**src/rtl/lcd_line_streamer_pkg.sv**
```systemverilog
// Shared LCD streaming definitions: frame geometry defaults and the line streamer state set.
// Also used by the line RAM and the upstream line filler.
package lcd_pkg;

  localparam int DEF_DATA_WDTH = 8;
  localparam int DEF_COL       = 480;
  localparam int DEF_COL_BITS  = 9;
  localparam int DEF_ROWS      = 320;
  localparam int DEF_ROW_BITS  = 9;

  typedef enum logic [2:0] {
    IDLE,
    REQ,
    WAIT_FILL,
    STREAM,
    DONE
  } lcd_state_e;

endpackage

```
**src/rtl/lcd_line_streamer_if.sv**
```systemverilog
// Line-RAM read port, upstream fill handshake and downstream byte stream of the LCD line streamer.
interface lcd_line_streamer_if import lcd_pkg::*; #(
  parameter int DATA_WDTH = DEF_DATA_WDTH,
  parameter int COL_BITS  = DEF_COL_BITS,
  parameter int ROW_BITS  = DEF_ROW_BITS
);

  logic                 line_req;
  logic                 line_ready;
  logic [ROW_BITS-1:0]  row_idx;
  logic [COL_BITS-1:0]  addrb;
  logic [DATA_WDTH-1:0] doutb;
  logic [DATA_WDTH-1:0] m_data;
  logic                 m_valid;
  logic                 m_ready;

  modport master (
    output line_req, row_idx, addrb, m_data, m_valid,
    input  line_ready, doutb, m_ready
  );

  modport slave (
    input  line_req, row_idx, addrb, m_data, m_valid,
    output line_ready, doutb, m_ready
  );

endinterface

```
**src/rtl/lcd_line_streamer_skid_buf2.sv**
```systemverilog
// Two-entry valid/ready byte buffer; the writer must only push when an entry is guaranteed free.
module lcd_skid_buf2 import lcd_pkg::*; #(
  parameter int DATA_WDTH = DEF_DATA_WDTH
) (
  input  logic                 clk,
  input  logic                 rst_n,
  input  logic                 in_valid,
  input  logic [DATA_WDTH-1:0] in_data,
  output logic                 out_valid,
  output logic [DATA_WDTH-1:0] out_data,
  input  logic                 out_ready,
  output logic [1:0]           count
);

  logic [DATA_WDTH-1:0] slot0;
  logic [DATA_WDTH-1:0] slot1;
  logic                 wr_ptr;
  logic                 rd_ptr;
  logic                 pop;

  assign out_valid = (count != 2'd0);
  assign pop       = out_valid && out_ready;
  assign out_data  = rd_ptr ? slot1 : slot0;

  // Head entry is never overwritten while it is presented, so a stalled byte stays stable.
  always_ff @(posedge clk or negedge rst_n) begin
    if (!rst_n) begin
      slot0  <= '0;
      slot1  <= '0;
      wr_ptr <= 1'b0;
      rd_ptr <= 1'b0;
      count  <= 2'd0;
    end else begin
      if (in_valid) begin
        if (wr_ptr) slot1 <= in_data;
        else        slot0 <= in_data;
        wr_ptr <= ~wr_ptr;
      end
      if (pop) rd_ptr <= ~rd_ptr;
      count <= count + {1'b0, in_valid} - {1'b0, pop};
    end
  end

endmodule

```
**src/rtl/lcd_line_streamer.sv**
```systemverilog
// Streams a frame of ROWS lines out of the line RAM as bytes, requesting each line refill
// from the upstream filler and pulsing frame_done after the last byte of the last row.
module lcd_line_streamer import lcd_pkg::*; #(
  parameter int DATA_WDTH = DEF_DATA_WDTH,
  parameter int COL       = DEF_COL,
  parameter int COL_BITS  = DEF_COL_BITS,
  parameter int ROWS      = DEF_ROWS,
  parameter int ROW_BITS  = DEF_ROW_BITS
) (
  input  logic                 clk,
  input  logic                 rst_n,
  input  logic                 start,
  output logic                 busy,
  output logic                 frame_done,
  lcd_line_streamer_if.master  bus
);

  localparam logic [COL_BITS:0]   COL_N    = (COL_BITS+1)'(COL);
  localparam logic [COL_BITS:0]   LAST_COL = (COL_BITS+1)'(COL-1);
  localparam logic [ROW_BITS-1:0] LAST_ROW = ROW_BITS'(ROWS-1);

  lcd_state_e           state;
  lcd_state_e           state_nxt;
  logic [ROW_BITS-1:0]  row_idx;
  logic [COL_BITS-1:0]  addr_q;
  logic [COL_BITS:0]    issue_cnt;
  logic [COL_BITS:0]    accept_cnt;
  logic                 in_flight;
  logic                 issue;
  logic                 pop;
  logic                 line_last;
  logic [1:0]           buf_count;
  logic                 buf_valid;
  logic [DATA_WDTH-1:0] buf_data;
  logic [2:0]           occupancy;

  lcd_skid_buf2 #(.DATA_WDTH(DATA_WDTH)) u_buf (
    .clk       (clk),
    .rst_n     (rst_n),
    .in_valid  (in_flight),
    .in_data   (bus.doutb),
    .out_valid (buf_valid),
    .out_data  (buf_data),
    .out_ready (bus.m_ready),
    .count     (buf_count)
  );

  // Occupancy counts the byte leaving this cycle as already gone, which keeps one read
  // in flight per cycle with m_ready high while never exceeding the two buffer entries.
  assign pop       = buf_valid && bus.m_ready;
  assign occupancy = {1'b0, buf_count} + {2'b00, in_flight} - {2'b00, pop};
  assign issue     = (state == STREAM) && (issue_cnt < COL_N) && (occupancy < 3'd2);
  assign line_last = pop && (accept_cnt == LAST_COL);

  always_comb begin
    state_nxt = state;
    case (state)
      IDLE:      if (start) state_nxt = REQ;
      REQ:       state_nxt = WAIT_FILL;
      WAIT_FILL: if (bus.line_ready) state_nxt = STREAM;
      STREAM:    if (line_last) state_nxt = (row_idx == LAST_ROW) ? DONE : REQ;
      DONE:      state_nxt = IDLE;
      default:   state_nxt = IDLE;
    endcase
  end

  always_ff @(posedge clk or negedge rst_n) begin
    if (!rst_n) state <= IDLE;
    else        state <= state_nxt;
  end

  // Column counters restart at each line end so the next row reads from address 0 again;
  // addr_q stops at COL-1 rather than running one past the line.
  always_ff @(posedge clk or negedge rst_n) begin
    if (!rst_n) begin
      row_idx    <= '0;
      addr_q     <= '0;
      issue_cnt  <= '0;
      accept_cnt <= '0;
      in_flight  <= 1'b0;
    end else begin
      in_flight <= issue;
      if (state == IDLE && start) row_idx <= '0;
      if (line_last) begin
        if (row_idx != LAST_ROW) row_idx <= row_idx + ROW_BITS'(1);
        addr_q     <= '0;
        issue_cnt  <= '0;
        accept_cnt <= '0;
      end else begin
        if (issue) begin
          issue_cnt <= issue_cnt + (COL_BITS+1)'(1);
          if (issue_cnt != LAST_COL) addr_q <= addr_q + COL_BITS'(1);
        end
        if (pop) accept_cnt <= accept_cnt + (COL_BITS+1)'(1);
      end
    end
  end

  assign busy         = (state != IDLE);
  assign frame_done   = (state == DONE);
  assign bus.line_req = (state == REQ);
  assign bus.row_idx  = row_idx;
  assign bus.addrb    = addr_q;
  assign bus.m_data   = buf_data;
  assign bus.m_valid  = buf_valid;

endmodule

```
**src/flat_wrapper.sv**
```systemverilog
// flat-port wrapper written by rule: the top's interface ports become plain ports
module lcd_line_streamer_flat import lcd_pkg::*;
#(
  parameter int DATA_WDTH = DEF_DATA_WDTH,
  parameter int COL       = DEF_COL,
  parameter int COL_BITS  = DEF_COL_BITS,
  parameter int ROWS      = DEF_ROWS,
  parameter int ROW_BITS  = DEF_ROW_BITS
)
  (clk, rst_n, start, busy, frame_done, bus_line_req, bus_row_idx, bus_addrb, bus_m_data, bus_m_valid, bus_line_ready, bus_doutb, bus_m_ready);
  lcd_line_streamer_if #(.DATA_WDTH(DATA_WDTH), .COL_BITS(COL_BITS), .ROW_BITS(ROW_BITS)) bus_i ();
  input  logic clk;
  input  logic rst_n;
  input  logic start;
  output logic busy;
  output logic frame_done;
  output wire logic [$bits(bus_i.line_req)-1:0] bus_line_req;
  output wire logic [$bits(bus_i.row_idx)-1:0] bus_row_idx;
  output wire logic [$bits(bus_i.addrb)-1:0] bus_addrb;
  output wire logic [$bits(bus_i.m_data)-1:0] bus_m_data;
  output wire logic [$bits(bus_i.m_valid)-1:0] bus_m_valid;
  input wire logic [$bits(bus_i.line_ready)-1:0] bus_line_ready;
  input wire logic [$bits(bus_i.doutb)-1:0] bus_doutb;
  input wire logic [$bits(bus_i.m_ready)-1:0] bus_m_ready;
  assign bus_line_req = bus_i.line_req;
  assign bus_row_idx = bus_i.row_idx;
  assign bus_addrb = bus_i.addrb;
  assign bus_m_data = bus_i.m_data;
  assign bus_m_valid = bus_i.m_valid;
  assign bus_i.line_ready = bus_line_ready;
  assign bus_i.doutb = bus_doutb;
  assign bus_i.m_ready = bus_m_ready;
  lcd_line_streamer #(.DATA_WDTH(DATA_WDTH), .COL(COL), .COL_BITS(COL_BITS), .ROWS(ROWS), .ROW_BITS(ROW_BITS)) u_core (.clk(clk), .rst_n(rst_n), .start(start), .busy(busy), .frame_done(frame_done), .bus(bus_i));
endmodule
```
**config.mk**
```make
export PLATFORM = sky130hd
export DESIGN_NAME = lcd_line_streamer_flat
export DESIGN_NICKNAME = d
export VERILOG_FILES = /design/src/rtl/lcd_line_streamer_pkg.sv /design/src/rtl/lcd_line_streamer_if.sv /design/src/rtl/lcd_line_streamer_skid_buf2.sv /design/src/rtl/lcd_line_streamer.sv /design/src/flat_wrapper.sv
export SDC_FILE = /design/constraint.sdc
export NUM_CORES = 1
export LEC_CHECK = 0
export ABC_AREA = 1
export CORE_ASPECT_RATIO = 1.4
export CORE_UTILIZATION = 50
export CTS_CLUSTER_DIAMETER = 40
export CTS_CLUSTER_SIZE = 28
export DETAILED_ROUTE_END_ITERATION = 8
export GPL_TIMING_DRIVEN = 0
export PLACE_DENSITY = 0.77
export REMOVE_ABC_BUFFERS = 1
export SLEW_MARGIN = 5
export SYNTH_ARGS = -nofsm -noshare
export SYNTH_HDL_FRONTEND = slang
export SYNTH_SLANG_ARGS = --single-unit
```
**constraint.sdc**
```tcl
create_clock -name clk -period 8 [get_ports clk]
set_clock_uncertainty 0.05 [all_clocks]
set_input_delay 1.2 -clock clk [delete_from_list [all_inputs] [get_ports clk]]
set_output_delay 1.2 -clock clk [all_outputs]
set_load 0.005 [all_outputs]
```
==> out/results.txt <==
Max-Cap Viols: 0
Via count: 3202
Period minus WS final: 3740 ps
Crit-path max FO: 13
Syn Std Cell Area: 3660 um2
CP max stage cell: clkdlybuf4s50_1
Syn Inst Count: 495
CTS tree: built
Worst-Skew Late Latency: 340 ps
Final ANT Viol Nets: 0
Power Density: 203 nW/um2
Synth Area per Inst: 7.40 um2
Nature of the critical path endpoint: flop
Number of global-route vias before repair: 3071
Peak Freq: 267 MHz
Sink Count: 62
Crit-path cells: clkdlybuf4s50_1 -> nand2_4 -> inv_2 -> ha_1 -> inv_1 -> ha_1 -> fa_1 -> nor2_1 -> nand2_1 -> nor2_1 -> nand2_2 -> inv_4 -> nand2_2 -> nand3_1 -> nand2_1
Clock Root Buffer: clkbuf_8
Inserted Diodes: 0
Final setup vio count: 0
Total wire length: 7490 um
Share of async-settable or async-resettable flops after synthesis: 100%
Slew headroom: 47.6%
Critical path type: primary input to flop
DR DRC count: 0
Crit start category: primary input
Number of synthesized flops with an enable pin: 0
Most frequent cells in the layout: 170 x nand2_1, 66 x inv_1, 62 x dfrtp_1
DR pass1 iterations: 4
Worst Path Required: 8180 ps
WL/cell: 11.8 um
Core box area: 7030 um2
Hold Path Class: flop to flop
Num ports: 43
Die ar.: 7680 um2
Clock-pin slew on the worst setup and hold paths: 60 ps
Final nets: 556
Syn. warnings: 0
Overall power: 0.863 mW
Chip Width: 74.3 um
Initial DRC Count: 175
Largest net degree at the start of global routing: 63
Die Ht: 103 um
Max-slew violations: 0
CTS Hold Buffers Added: 0
Final period utilization: 46.8%
Bufs and invs on worst path: 4
Post-synth cell types: 34
Starting density of the core: 52.1%
Total track usage: 22.5%
Pleak: 2.27 nW
RSZ-0062 raised after global routing: false
Top-area cell type share of the netlist area: 42.3%
Yosys reg bits: 62
Post-CTS sizing: 0
Share of layout cells above drive strength 1: 7.25%
CTS H-Tree Depth: 3
CP peak stage delay: 540 ps
Grt total ovfl: 0
Port-buffer cells: 42
Main flop type after synthesis: dfrtp_1
Yosys top cell by area: dfrtp_1
CP top delay family: buffers and inverters
Area delta synth->final: 16.2%
Final hold viol count: 0
RD Place Congestion: 0.849
Num CTS Buffers: 9
Slew at the pin closest to its max-slew limit: 786 ps
Initial antenna violation count: 0
Final setup TNS: 0 ps
Synth area leaders: dfrtp_1 42%, nand2_1 17%, nand3_1 6.8%, inv_1 6.8%, nor2_1 3.4%
First-pass GRT wire length: 13100 um
FP Rows: 36
Commonest non-fill, non-tap cell in the layout: nand2_1
Outcome: complete, no violations
Maximum vdd drop: 0.0913 mV
Longest Clk Path Bufs: 2
DP HPWL: 5380 um
Routed vias/inst: 5.06
Sequential share of the synthesized area: 42.3%
Post-CTS Setup Bufs: 0
Crit path DAT: 3920 ps
## flip-flops by register name (all words and copies together) (netlist names)
register / cells
u_core.issue_cnt: 10
u_core.bus.row_idx: 9
u_core.u_buf.slot1: 8
u_core.u_buf.slot0: 8
u_core.u_buf.rd_ptr: 1
u_core.u_buf.count: 2
u_core.accept_cnt: 10
u_core.state: 3
u_core.u_buf.wr_ptr: 1
u_core.in_flight: 1
u_core.bus.addrb: 9
## synth_stat cells (2+ instances only)
cell        n
nand2_1   170
inv_1      66
dfrtp_1    62
nand3_1    50
nor2_1     33
o21ai_0    19
nand4_1    15
nand3b_1    8
xor2_1      8
ha_1        6
nand2_2     6
nor2_4      6
xnor2_1     6
buf_2       5
o21ai_1     5
buf_4       3
buf_6       3
nand3_2     3
a21oi_1     2
inv_2       2
nand2_4     2
nor2_2      2
o21bai_1    2
## through the flow
step	hold WS (ps)	std cells	instance area (um2)	setup WS, ps	utilization (%)
detailed placement	424	620	4120	3930	58.6
CTS	440	633	4260	4290	60.6
finish	438	633	4260	4260	60.6
floorplan	403	483	3580	4800	-
global placement	417	620	4120	3710	58.6
global route	461	633	4260	4070	60.6
## metal layers
| metal | vias to the layer above | GRT usage, % | share of wire (%) | wire length (um) |
|---|---|---|---|---|
| met3 | 11 | 4.46 | 3.3 | 246 |
| met4 | 0 | 10.3 | 1.6 | 123 |
| met5 | - | 0 | 0 | 0 |
| met1 | 1508 | 26.4 | 44 | 3290 |
| li1 | 1631 | - | - | - |
| met2 | 52 | 39.2 | 51 | 3830 |
## layout make-up
class | count | area [um2]
Multi-Input combinational cell | 350 | 1760
Clock inverter | 3 | 15.0
Tap cell | 95 | 119
Fill cell | 663 | 2770
Sequential cell | 62 | 1550
Clock buffer | 10 | 128
Inverter | 71 | 270
Timing Repair Buffer | 42 | 418
## worst reg2reg max path, stage by stage (launching register included)
cell and delay [ps]:
dfrtp_1 400, inv_2 90, nand2_2 70, nand2_4 140, inv_2 140, ha_1 300, inv_1 40, ha_1 180
fa_1 470, nor2_1 120, nand2_1 60, nor2_1 110, nand2_2 110, inv_4 170, nand2_2 170, nand3_1 110
nand2_1 60
## logic make-up after synthesis
group           synth area share, %
buf+inv                        9.70
fa+ha+maj                      2.60
compound gates                 4.17
xor+xnor                       3.35
simple gates                   37.8
flops                          42.3
## power breakdown
part / internal [mW] / total (mW) / leakage, nW / switching (mW)
registers: 0.345 / 0.386 / 0.753 / 0.0405
logic: 0.115 / 0.261 / 1.44 / 0.146
clock network: 0.105 / 0.216 / 0.0776 / 0.111
total: 0.566 / 0.863 / 2.27 / 0.297
## worst paths after layout
kind	end	slack, ps	startpoint	depth (start not counted)
min in group asynchronous	u_core.bus.row_idx[6]	880	rst_n	1
worst max register to register	u_core.bus.addrb[5]	5090	u_core.u_buf.count[1]	16
worst max-delay path	u_core.bus.addrb[5]	4260	bus_m_ready	15
worst min register to register	u_core.u_buf.slot1[3]	440	u_core.u_buf.slot1[3]	2
worst min-delay path	u_core.u_buf.slot1[3]	440	u_core.u_buf.slot1[3]	2
max in group asynchronous	u_core.u_buf.slot0[6]	6490	rst_n	1
Power figures use the tool's default switching activity.
